==> src/rtl/wrr_pkg.sv <==
// Shared types and helpers for the weighted round-robin scheduler.
package wrr_pkg;

  typedef enum logic {
    IDLE  = 1'b0,
    SERVE = 1'b1
  } state_e;

  function automatic int unsigned wrap_inc(input int unsigned id, input int unsigned n);
    return (id + 1 >= n) ? 0 : id + 1;
  endfunction

  // A zero weight would starve the channel, so it is served as a quantum of one.
  function automatic int unsigned eff_quantum(input int unsigned w);
    return (w == 0) ? 1 : w;
  endfunction

endpackage

==> src/rtl/wrr_scheduler_rr_pick.sv <==
// Rotating find-first-set: first asserted req at start, start+1, ... mod NUM_CH.
module rr_pick #(
  parameter int unsigned NUM_CH = 4,
  parameter int unsigned ID_W   = $clog2(NUM_CH)
) (
  input  logic [NUM_CH-1:0] req,
  input  logic [ID_W-1:0]   start,
  output logic              found,
  output logic [ID_W-1:0]   idx
);

  always_comb begin
    // NOTE: every output gets a default first so no path leaves it unassigned (no latch).
    found = 1'b0;
    idx   = start;
    for (int unsigned k = 0; k < NUM_CH; k++) begin
      if (!found && req[ID_W'((32'(start) + k) % NUM_CH)]) begin
        found = 1'b1;
        idx   = ID_W'((32'(start) + k) % NUM_CH);
      end
    end
  end

endmodule

==> src/rtl/wrr_scheduler.sv <==
// Weighted round-robin scheduler draining NUM_CH FIFOs into one ready/valid consumer.
module wrr_scheduler
  import wrr_pkg::*;
#(
  parameter int unsigned NUM_CH   = 4,
  parameter int unsigned ID_W     = $clog2(NUM_CH),
  parameter int unsigned WEIGHT_W = 3
) (
  input  logic                         clk,
  input  logic                         reset,
  input  logic                         enable,
  input  logic [NUM_CH-1:0]            empty,
  input  logic [NUM_CH*WEIGHT_W-1:0]   weight,
  input  logic                         ready,
  output logic                         valid,
  output logic [ID_W-1:0]              id,
  output logic [NUM_CH-1:0]            pop,
  output logic                         busy
);

  state_e               state_q;
  logic [ID_W-1:0]      ptr_q;
  logic [ID_W-1:0]      id_q;
  logic [WEIGHT_W-1:0]  cnt_q;
  logic [WEIGHT_W-1:0]  quantum_q;

  logic [ID_W-1:0]      id_inc;
  logic [ID_W-1:0]      search_start;
  logic                 pick_found;
  logic [ID_W-1:0]      pick_idx;
  logic [WEIGHT_W-1:0]  pick_weight;
  logic [WEIGHT_W-1:0]  pick_quantum;
  logic                 xfer;
  logic                 end_of_burst;

  assign id_inc = ID_W'(wrap_inc(32'(id_q), NUM_CH));

  // Starting the SERVE search at id+1 puts the current channel last in line.
  assign search_start = (state_q == IDLE) ? ptr_q : id_inc;

  rr_pick #(
    .NUM_CH (NUM_CH),
    .ID_W   (ID_W)
  ) u_pick (
    .req    (~empty),
    .start  (search_start),
    .found  (pick_found),
    .idx    (pick_idx)
  );

  assign pick_weight  = weight[32'(pick_idx)*WEIGHT_W +: WEIGHT_W];
  assign pick_quantum = WEIGHT_W'(eff_quantum(32'(pick_weight)));

  assign valid        = (state_q == SERVE) && enable && !empty[id_q];
  assign xfer         = valid && ready;
  assign pop          = xfer ? (NUM_CH'(1) << id_q) : '0;
  assign busy         = (state_q == SERVE);
  assign id           = id_q;
  assign end_of_burst = (xfer && (cnt_q == quantum_q - WEIGHT_W'(1))) || empty[id_q];

  // NOTE: sequential state uses non-blocking assignments so all registers update together.
  always_ff @(posedge clk or posedge reset) begin
    if (reset) begin
      state_q   <= IDLE;
      ptr_q     <= '0;
      id_q      <= '0;
      cnt_q     <= '0;
      quantum_q <= WEIGHT_W'(1);
    end else begin
      unique case (state_q)
        IDLE: begin
          if (enable && pick_found) begin
            state_q   <= SERVE;
            id_q      <= pick_idx;
            cnt_q     <= '0;
            quantum_q <= pick_quantum;
          end
        end
        SERVE: begin
          if (enable) begin
            if (end_of_burst) begin
              ptr_q <= id_inc;
              if (pick_found) begin
                id_q      <= pick_idx;
                cnt_q     <= '0;
                quantum_q <= pick_quantum;
              end else begin
                state_q <= IDLE;
              end
            end else if (xfer) begin
              cnt_q <= cnt_q + WEIGHT_W'(1);
            end
          end
        end
        default: state_q <= IDLE;
      endcase
    end
  end

endmodule

==> config.mk <==
export PLATFORM = sky130hd
export DESIGN_NAME = wrr_scheduler
export DESIGN_NICKNAME = d
export VERILOG_FILES = /design/src/rtl/wrr_pkg.sv /design/src/rtl/wrr_scheduler_rr_pick.sv /design/src/rtl/wrr_scheduler.sv
export SDC_FILE = /design/constraint.sdc
export NUM_CORES = 1
export LEC_CHECK = 0
export CAP_MARGIN = 20
export CORE_MARGIN = 4
export CORE_UTILIZATION = 45
export CTS_CLUSTER_SIZE = 8
export DETAILED_ROUTE_END_ITERATION = 10
export GPL_TIMING_DRIVEN = 0
export PLACE_DENSITY = 0.84
export SKIP_CTS_REPAIR_TIMING = 1
export SYNTH_ARGS = -nofsm -noshare
export SYNTH_HDL_FRONTEND = slang
export SYNTH_SLANG_ARGS = --single-unit
==> constraint.sdc <==
create_clock -name clk -period 3.39 [get_ports clk]
set_input_delay 0.5085 -clock clk [delete_from_list [all_inputs] [get_ports clk]]
set_output_delay 0.5085 -clock clk [all_outputs]
set_load 0.02 [all_outputs]
==> results of run 1 <==
report_power, final:
| group | internal [mW] | switching (mW) |
|---|---|---|
| clock | 0.0456 | 0.0441 |
| sequential | 0.192 | 0.0625 |
| combinational | 0.288 | 0.268 |
worst max-delay path by stage:
stage | startpoint | end | slack [ns] | cells after the start
CTS | id[0]$_DFFE_PP0P_ | quantum_q[0]$_DFFE_PP1P_ | 0.18 | 8
global route | id[0]$_DFFE_PP0P_ | quantum_q[0]$_DFFE_PP1P_ | 0.02 | 8
detailed placement | empty[1] | quantum_q[0]$_DFFE_PP1P_ | 0.13 | 7
global placement | empty[1] | quantum_q[0]$_DFFE_PP1P_ | 0.19 | 7
finish | id[0]$_DFFE_PP0P_ | quantum_q[0]$_DFFE_PP1P_ | 0.20 | 8
floorplan | id[0]$_DFFE_PP0P_ | quantum_q[0]$_DFFE_PP1P_ | 0.33 | 8
critical path: cells and delay by family, from the launching register on:
family | cells | cell delay, ns
compound gates | 2 | 0.61
fa+ha+maj | 1 | 0.34
flops | 1 | 0.52
buf+inv | 1 | 0.14
mux | 4 | 1.51
sequential cells by signal, indices dropped and copies added (netlist names):
| name | count |
|---|---|
| cnt_q | 3 |
| quantum_q | 3 |
| ptr_q | 2 |
| busy | 1 |
| id | 2 |
cell usage after synthesis, types with 3 or more instances:
master / number / area (sq um)
nor2_1: 6 / 22.52
nand2_1: 8 / 30.03
mux2i_1: 6 / 60.06
and3_1: 4 / 25.02
inv_1: 7 / 26.28
a21oi_1: 3 / 15.01
o21ai_0: 8 / 40.04
dfrtp_1: 10 / 250.2
ha_1: 7 / 87.58
layer usage:
layer | up-vias | GRT usage, % | part of all wire, %
met3 | 4 | 5.413 | 7.0
met2 | 29 | 29.75 | 50
li1 | 385 | - | -
met5 | - | 0 | 0
met4 | 0 | 6.383 | 1.2
met1 | 379 | 16.34 | 42
cells by family after synthesis:
| family | synth area share [%] |
|---|---|
| and+or+nand+nor | 16.55 |
| xor gates and xnor gates | 3.961 |
| AOI/OAI and AO/OA | 15.56 |
| buffers and inverters | 2.971 |
| DFF | 31.26 |
| adders and majority gates | 9.901 |
| muxes | 19.80 |
cell type report:
cell class / instances / area, sq um
flip-flops and latches: 11 / 276.5
inverters: 7 / 26.28
clock buffers: 4 / 26.28
fillers: 148 / 589.3
repair buffers: 27 / 270.3
multi-input cells: 70 / 581.8
well taps: 25 / 31.28
cells in the final DEF (no fill, tap or decap), types with 2 or more instances in the layout:
master,n
dfrtp_1,10
ha_1,7
mux2_2,2
nand2_1,8
o31ai_1,2
xnor2_1,2
mux2_4,2
mux2i_1,6
nor2b_1,2
clkdlybuf4s50_1,27
o21ai_0,8
nor2_1,6
a21oi_1,3
inv_1,7
xor2_1,2
clkbuf_4,3
and3_1,4
==> flow_summary.ini, run 1 <==
[clock_tree]
htreeDepth = 1
clkSinkCount = 11
cts_made_buffers = 3
root_buffer = clkbuf_4
cts_tree = built
cts_buffer_depth = 2
clkTransAtPathRegs_ns = 0.07
clkLatencyLatePin_ns = 0.27

[global_route]
track_usage_pct = 16.12
antenna_found_initial = 0
grt_pass1_vias = 789
grt_first_pass_wirelength_um = 3243
grt_overflow = 0
grt_max_degree = 12

[sta]
setup_tns_ns = 0
finalCriticalPeriod_ns = 3.194
slew_headroom_pct = 56.12
fin_crit_sh_pct = 94.21
drv_slew = 0
setup_viol = 0
hold_slack_ns = 0.5200
worst_slack_ns = 0.1964
fin_skew_ns = 0.005796
hold_violations = 0
fmax_mhz = 313.1
rsz0062_at_grt = no
max_slew.worst_pin.slew_ns = 0.6581

[pwr]
p_leak_nw = 0.5465
vdd_drop_max_mv = 0.3720
pwr_density_cell_nw_per_um2 = 742.7
finalPower_mw = 0.9004

[routing]
detail_route.drc_violations = 0
vias_per_cell = 5.535
wl_per_cell_um = 13.17
first_iter_violations = 10
drt_pass1_iterations = 4
num_vias = 797
ant_nets = 0
routed_wl_um = 1897

[die]
die_area_sq_um = 2739
start_util_pct = 49.10
die_h_um = 52.34
die-width_um = 52.34
coreArea_sq_um = 1802
io_pins = 28
core.rowCount = 15

[placed_design]
hpwl_um = 1577
io_buffers = 27
globalplace.congestion = 0.8247
place_area_sq_um = 1186
pre_cts_ws_ns = 0.1330
place_inst = 140

[yosys]
synthArstFlopShare_pct = 100.0
ys_ff_latch = 11
synth_warnings = 0
yosys_most_used_dff = dfrtp_1
syn-cell-area_sq_um = 884.6
synth_edf_count = 0
syn-num-nets = 115
ys_seq_area_share_pct = 31.26
netlist_instances = 88
ys_types = 32
synth.avg_cell_area_sq_um = 10.05

[finish]
syn_to_final_growth_pct = 37.06
final_cells = 144
final_area_sq_um = 1212
fin_util_pct = 67.29
layout-drive-gt1-share_pct = 12.61
fin_nets = 147
n_antenna_cell = 0

[flow_run]
maxCapViolCount = 0

[critical_path]
critPathCaptureType = flop
crit_top_cell = mux2_4
slowest_delay_ns = 0.60
path_class = flop to flop
cp_slowest_cell = mux4_1
rr_endpoint = quantum_q[0]$_DFFE_PP1P_
cp.required_ns = 3.59
reg2reg_slack_ns = 0.20
worstRegToRegCells = 8
arrival_ns = 3.39
r2r-start = id[0]$_DFFE_PP0P_
start_kind = flop
worstPathMaxFanout = 8
critical_path.cell_chain = inv_1, ha_1, mux2i_2, mux2_4, a32oi_2, mux4_1, o21bai_1, mux2_4

[hold_path]
hold_path.class = input port to async pin

[status]
status = complete, no violations
Power figures use the tool's default switching activity.
==> inputs of run 2 (changes only) <==
- CELL_PAD_IN_SITES_DETAIL_PLACEMENT: default -> 0
- CELL_PAD_IN_SITES_GLOBAL_PLACEMENT: default -> 2
- CORE_UTILIZATION: 45 -> 27
==> run 2 against run 1 <==
Against the previous run:
- register-to-register slack about the same
- utilization decreased by 27 points
- critical path depth unchanged
- die area increased by 55%
- via count decreased by 3.8%
- combinational power increased by 3%
- final area increased by 3.5%
- hold slack got worse by 0.0052 ns
- global-route usage decreased by 6.2 points
- sequential power about the same
- non-clock buffer count unchanged
- flip-flop and latch count unchanged
- largest power group unchanged
==> flow_summary.ini, run 2 (synthesized netlist as in run 1, its figures left out) <==
[critical_path]
worstRegToRegCells = 8
critical_path.cell_chain = inv_1, ha_1, mux2i_2, mux2_4, a32oi_4, mux4_1, o21bai_1, mux2_4
worstPathMaxFanout = 8
cp_slowest_cell = mux4_1
cp.required_ns = 3.59
start_kind = flop
arrival_ns = 3.39
rr_endpoint = quantum_q[0]$_DFFE_PP1P_
crit_top_cell = mux2_4
r2r-start = id[0]$_DFFE_PP0P_
slowest_delay_ns = 0.58
critPathCaptureType = flop
reg2reg_slack_ns = 0.20
path_class = flop to flop

[hold_path]
hold_path.class = input port to async pin

[sta]
drv_slew = 0
max_slew.worst_pin.slew_ns = 0.6328
rsz0062_at_grt = no
setup_tns_ns = 0
fin_skew_ns = 0.002027
fmax_mhz = 313.8
hold_slack_ns = 0.5148
hold_violations = 0
slew_headroom_pct = 57.81
fin_crit_sh_pct = 94.00
finalCriticalPeriod_ns = 3.187
worst_slack_ns = 0.2034
setup_viol = 0

[pwr]
p_leak_nw = 0.5509
vdd_drop_max_mv = 0.1939
pwr_density_cell_nw_per_um2 = 732.0

[routing]
ant_nets = 0
vias_per_cell = 4.706
first_iter_violations = 8
drt_pass1_iterations = 4
wl_per_cell_um = 11.61
num_vias = 767
routed_wl_um = 1893
detail_route.drc_violations = 0

[clock_tree]
cts_made_buffers = 3
clkSinkCount = 11
cts_buffer_depth = 2
root_buffer = clkbuf_4
cts_tree = built
htreeDepth = 1
clkTransAtPathRegs_ns = 0.07
clkLatencyLatePin_ns = 0.27

[die]
core.rowCount = 20
start_util_pct = 28.51
coreArea_sq_um = 3103
die_area_sq_um = 4256
io_pins = 28
die_h_um = 65.24
die-width_um = 65.24

[finish]
final_cells = 163
largestRegisters = cnt_q (3), quantum_q (3)
num-fill-cells = 333
fin_util_pct = 40.44
fin_nets = 147
final_common_cell = clkdlybuf4s50_1
layout-drive-gt1-share_pct = 14.29
syn_to_final_growth_pct = 41.87
n_antenna_cell = 0
final_cell_mix = 27 x clkdlybuf4s50_1, 10 x dfrtp_1, 8 x nand2_1, 8 x o21ai_0

[flow_run]
maxCapViolCount = 0

[global_route]
track_usage_pct = 9.885
grt_first_pass_wirelength_um = 3346
grt_max_degree = 12
grt_pass1_vias = 768
grt_overflow = 0
antenna_found_initial = 0

[placed_design]
hpwl_um = 1582
place_inst = 159
io_buffers = 27
globalplace.congestion = 0.6930
pre_cts_ws_ns = 0.1064

[status]
status = complete, no violations
==> run 2: cell type report <==
class | count | area (sq um) | area share [%]
Multi-Input combinational cell | 70 | 599.3 | 47.76
Timing Repair Buffer | 27 | 270.3 | 21.54
Clock buffer | 3 | 22.52 | 1.795
Tap cell | 44 | 55.05 | 4.387
Clock inverter | 1 | 5.005 | 0.3988
Inverter | 7 | 26.28 | 2.094
Sequential cell | 11 | 276.5 | 22.03
==> run 2: per-layer routing <==
| layer | part of all wire, % | track usage, % | routed length [um] | vias to the layer above |
|---|---|---|---|---|
| met5 | 0 | 0 | 0 | - |
| met4 | 1.6 | 3.886 | 31 | 0 |
| met3 | 5.9 | 2.906 | 112 | 4 |
| met2 | 48 | 16.81 | 907 | 22 |
| met1 | 44 | 11.60 | 841 | 356 |
| li1 | - | - | - | 385 |
==> run 2: critical path, delay by kind of cell, from the launching register on <==
| kind | cells | cell delay, ns |
|---|---|---|
| buffers and inverters | 1 | 0.14 |
| AOI/OAI and AO/OA | 2 | 0.55 |
| adders and majority gates | 1 | 0.34 |
| DFF | 1 | 0.52 |
| muxes | 4 | 1.56 |
==> run 2: report_power, final <==
group / total (mW) / switching [mW] / internal [mW]
clock network: 0.0896 / 0.0459 / 0.0437
registers: 0.256 / 0.0633 / 0.192
logic: 0.573 / 0.277 / 0.297
==> run 2: worst max path at each step <==
stage	slack, ns	cells past startpoint	start	to
after global placement	0.14	7	empty[1]	quantum_q[0]$_DFFE_PP1P_
after floorplan	0.33	8	id[0]$_DFFE_PP0P_	quantum_q[0]$_DFFE_PP1P_
after global routing	0.01	8	id[0]$_DFFE_PP0P_	quantum_q[0]$_DFFE_PP1P_
after CTS	0.16	8	id[0]$_DFFE_PP0P_	quantum_q[0]$_DFFE_PP1P_
after detailed placement	0.11	7	empty[1]	quantum_q[0]$_DFFE_PP1P_
final	0.20	8	id[0]$_DFFE_PP0P_	quantum_q[0]$_DFFE_PP1P_
==> run 2: per-stage QoR <==
| stage | total power, mW | area, sq um |
|---|---|---|
| after floorplan | 0.6622 | 884.6 |
| after CTS | 0.9071 | 1237 |
| after global placement | 0.8061 | 1210 |
| final | 0.9186 | 1255 |
| after detailed placement | 0.8176 | 1210 |
| after global routing | 1.008 | 1255 |
==> inputs of run 3 (changes only) <==
- PLACE_DENSITY: 0.84 -> default
- PLACE_DENSITY_LB_ADDON: default -> 0.1
==> run 3 against run 2 <==
Against the previous run:
- hold slack got worse by 0.0061 ns
- final area increased by 0.60%
- utilization increased by 0.24 points
- critical path type is now input port to output port
==> flow_summary.ini, run 3 (synthesized netlist as in run 1, its figures left out) <==
[routing]
first_iter_violations = 46
detail_route.drc_violations = 0
vias_per_cell = 4.552
drt_pass1_iterations = 4
routed_wl_um = 2103
num_vias = 742
wl_per_cell_um = 12.90
ant_nets = 0

[sta]
rsz0062_at_grt = no
fmax_mhz = 320.8
max_slew.worst_pin.slew_ns = 0.6087
finalCriticalPeriod_ns = 3.117
fin_crit_sh_pct = 91.94
setup_viol = 0
fin_skew_ns = 0.003581
setup_tns_ns = 0
hold_violations = 0
slew_headroom_pct = 59.42
drv_slew = 0

[clock_tree]
cts_tree = built
htreeDepth = 1
clkLatencyLatePin_ns = 0.27
clkSinkCount = 11
cts_made_buffers = 3
root_buffer = clkbuf_4
clkTransAtPathRegs_ns = 0.07
cts_buffer_depth = 2

[finish]
largestRegisters = cnt_q (3), quantum_q (3)
final_area_sq_um = 1262
syn_to_final_growth_pct = 42.72
layout-drive-gt1-share_pct = 13.45
n_antenna_cell = 0
final_common_cell = clkdlybuf4s50_1
final_cell_mix = 27 x clkdlybuf4s50_1, 10 x dfrtp_1, 8 x nand2_1, 8 x o21ai_0
fin_nets = 147

[die]
die_h_um = 65.24
io_pins = 28
coreArea_sq_um = 3103
die-width_um = 65.24
die_area_sq_um = 4256
core.rowCount = 20
start_util_pct = 28.51

[hold_path]
holdCritStartpoint = cnt_q[2]$_DFFE_PP0P_
whs_path_depth = 1
hold_path.class = flop to flop
hold-path-endpoint = cnt_q[2]$_DFFE_PP0P_

[critical_path]
start_kind = input port
rr_endpoint = quantum_q[0]$_DFFE_PP1P_
worstRegToRegCells = 8
worstPathMaxFanout = 5
reg2reg_slack_ns = 0.28
arrival_ns = 2.61
path_class = input port to output port
r2r-start = id[0]$_DFFE_PP0P_
critPathCaptureType = output port
cp.required_ns = 2.88

[placed_design]
hpwl_um = 1700
place_area_sq_um = 1210
io_buffers = 27
globalplace.congestion = 0.8004

[global_route]
track_usage_pct = 10.34
grt_overflow = 0
antenna_found_initial = 0
grt_max_degree = 12
grt_first_pass_wirelength_um = 3422
grt_pass1_vias = 750

[flow_run]
maxCapViolCount = 0

[pwr]
p_leak_nw = 0.5497
pwr_density_cell_nw_per_um2 = 752.2
vdd_drop_max_mv = 0.2705

[status]
status = complete, no violations
-- run 3: per-stage QoR --
step	util, %	worst slack (ns)	hold slack (ns)	cells	power (mW)
3_5_place_dp	38.99	0.1457	0.5038	159	0.8293
6_report	40.69	0.2733	0.5087	163	0.9496
4_1_cts	39.84	0.1238	0.5146	163	0.9216
3_3_place_gp	38.99	0.1378	0.5155	159	0.8229
5_1_grt	40.69	0.1156	0.5536	163	1.032
2_1_floorplan	-	0.3307	0.3602	88	0.6622
-- run 3: routing by layer --
layer  routed length [um]  vias up  global-route usage (%)
met5                    0        -                       0
met4                   16        0                   4.663
met3                   93        2                   1.709
met2                  975       21                   16.06
met1                 1018      333                   14.00
li1                     -      386                       -
-- run 3: critical path, stage by stage --
cell and delay (ns):
clkdlybuf4s50_1 0.51, mux4_2 0.55, nor2_1 0.25, and3_1 0.19, clkdlybuf4s50_1 0.60
-- run 3: cell type report --
type	instances	area, sq um
Clock buffer	4	26.28
Fill cell	331	1841
Tap cell	44	55.05
Sequential cell	11	276.5
Multi-Input combinational cell	70	608.1
Inverter	7	26.28
Timing Repair Buffer	27	270.3
-- run 3: worst max-delay path by stage --
stage                       from                        to  cells after the start
2_1_floorplan  id[0]$_DFFE_PP0P_  quantum_q[0]$_DFFE_PP1P_                      8
3_3_place_gp            empty[1]  quantum_q[0]$_DFFE_PP1P_                      7
3_5_place_dp   id[0]$_DFFE_PP0P_  quantum_q[0]$_DFFE_PP1P_                      8
4_1_cts        id[0]$_DFFE_PP0P_  quantum_q[0]$_DFFE_PP1P_                      8
5_1_grt        id[0]$_DFFE_PP0P_  quantum_q[0]$_DFFE_PP1P_                      8
6_report                empty[3]                    pop[1]                      5
-- run 3: report_power, final --
| part | internal (mW) | switching (mW) | total [mW] |
|---|---|---|---|
| clock | 0.0455 | 0.0460 | 0.0915 |
| sequential | 0.192 | 0.0700 | 0.262 |
| combinational | 0.307 | 0.289 | 0.596 |
| total | 0.545 | 0.405 | 0.950 |
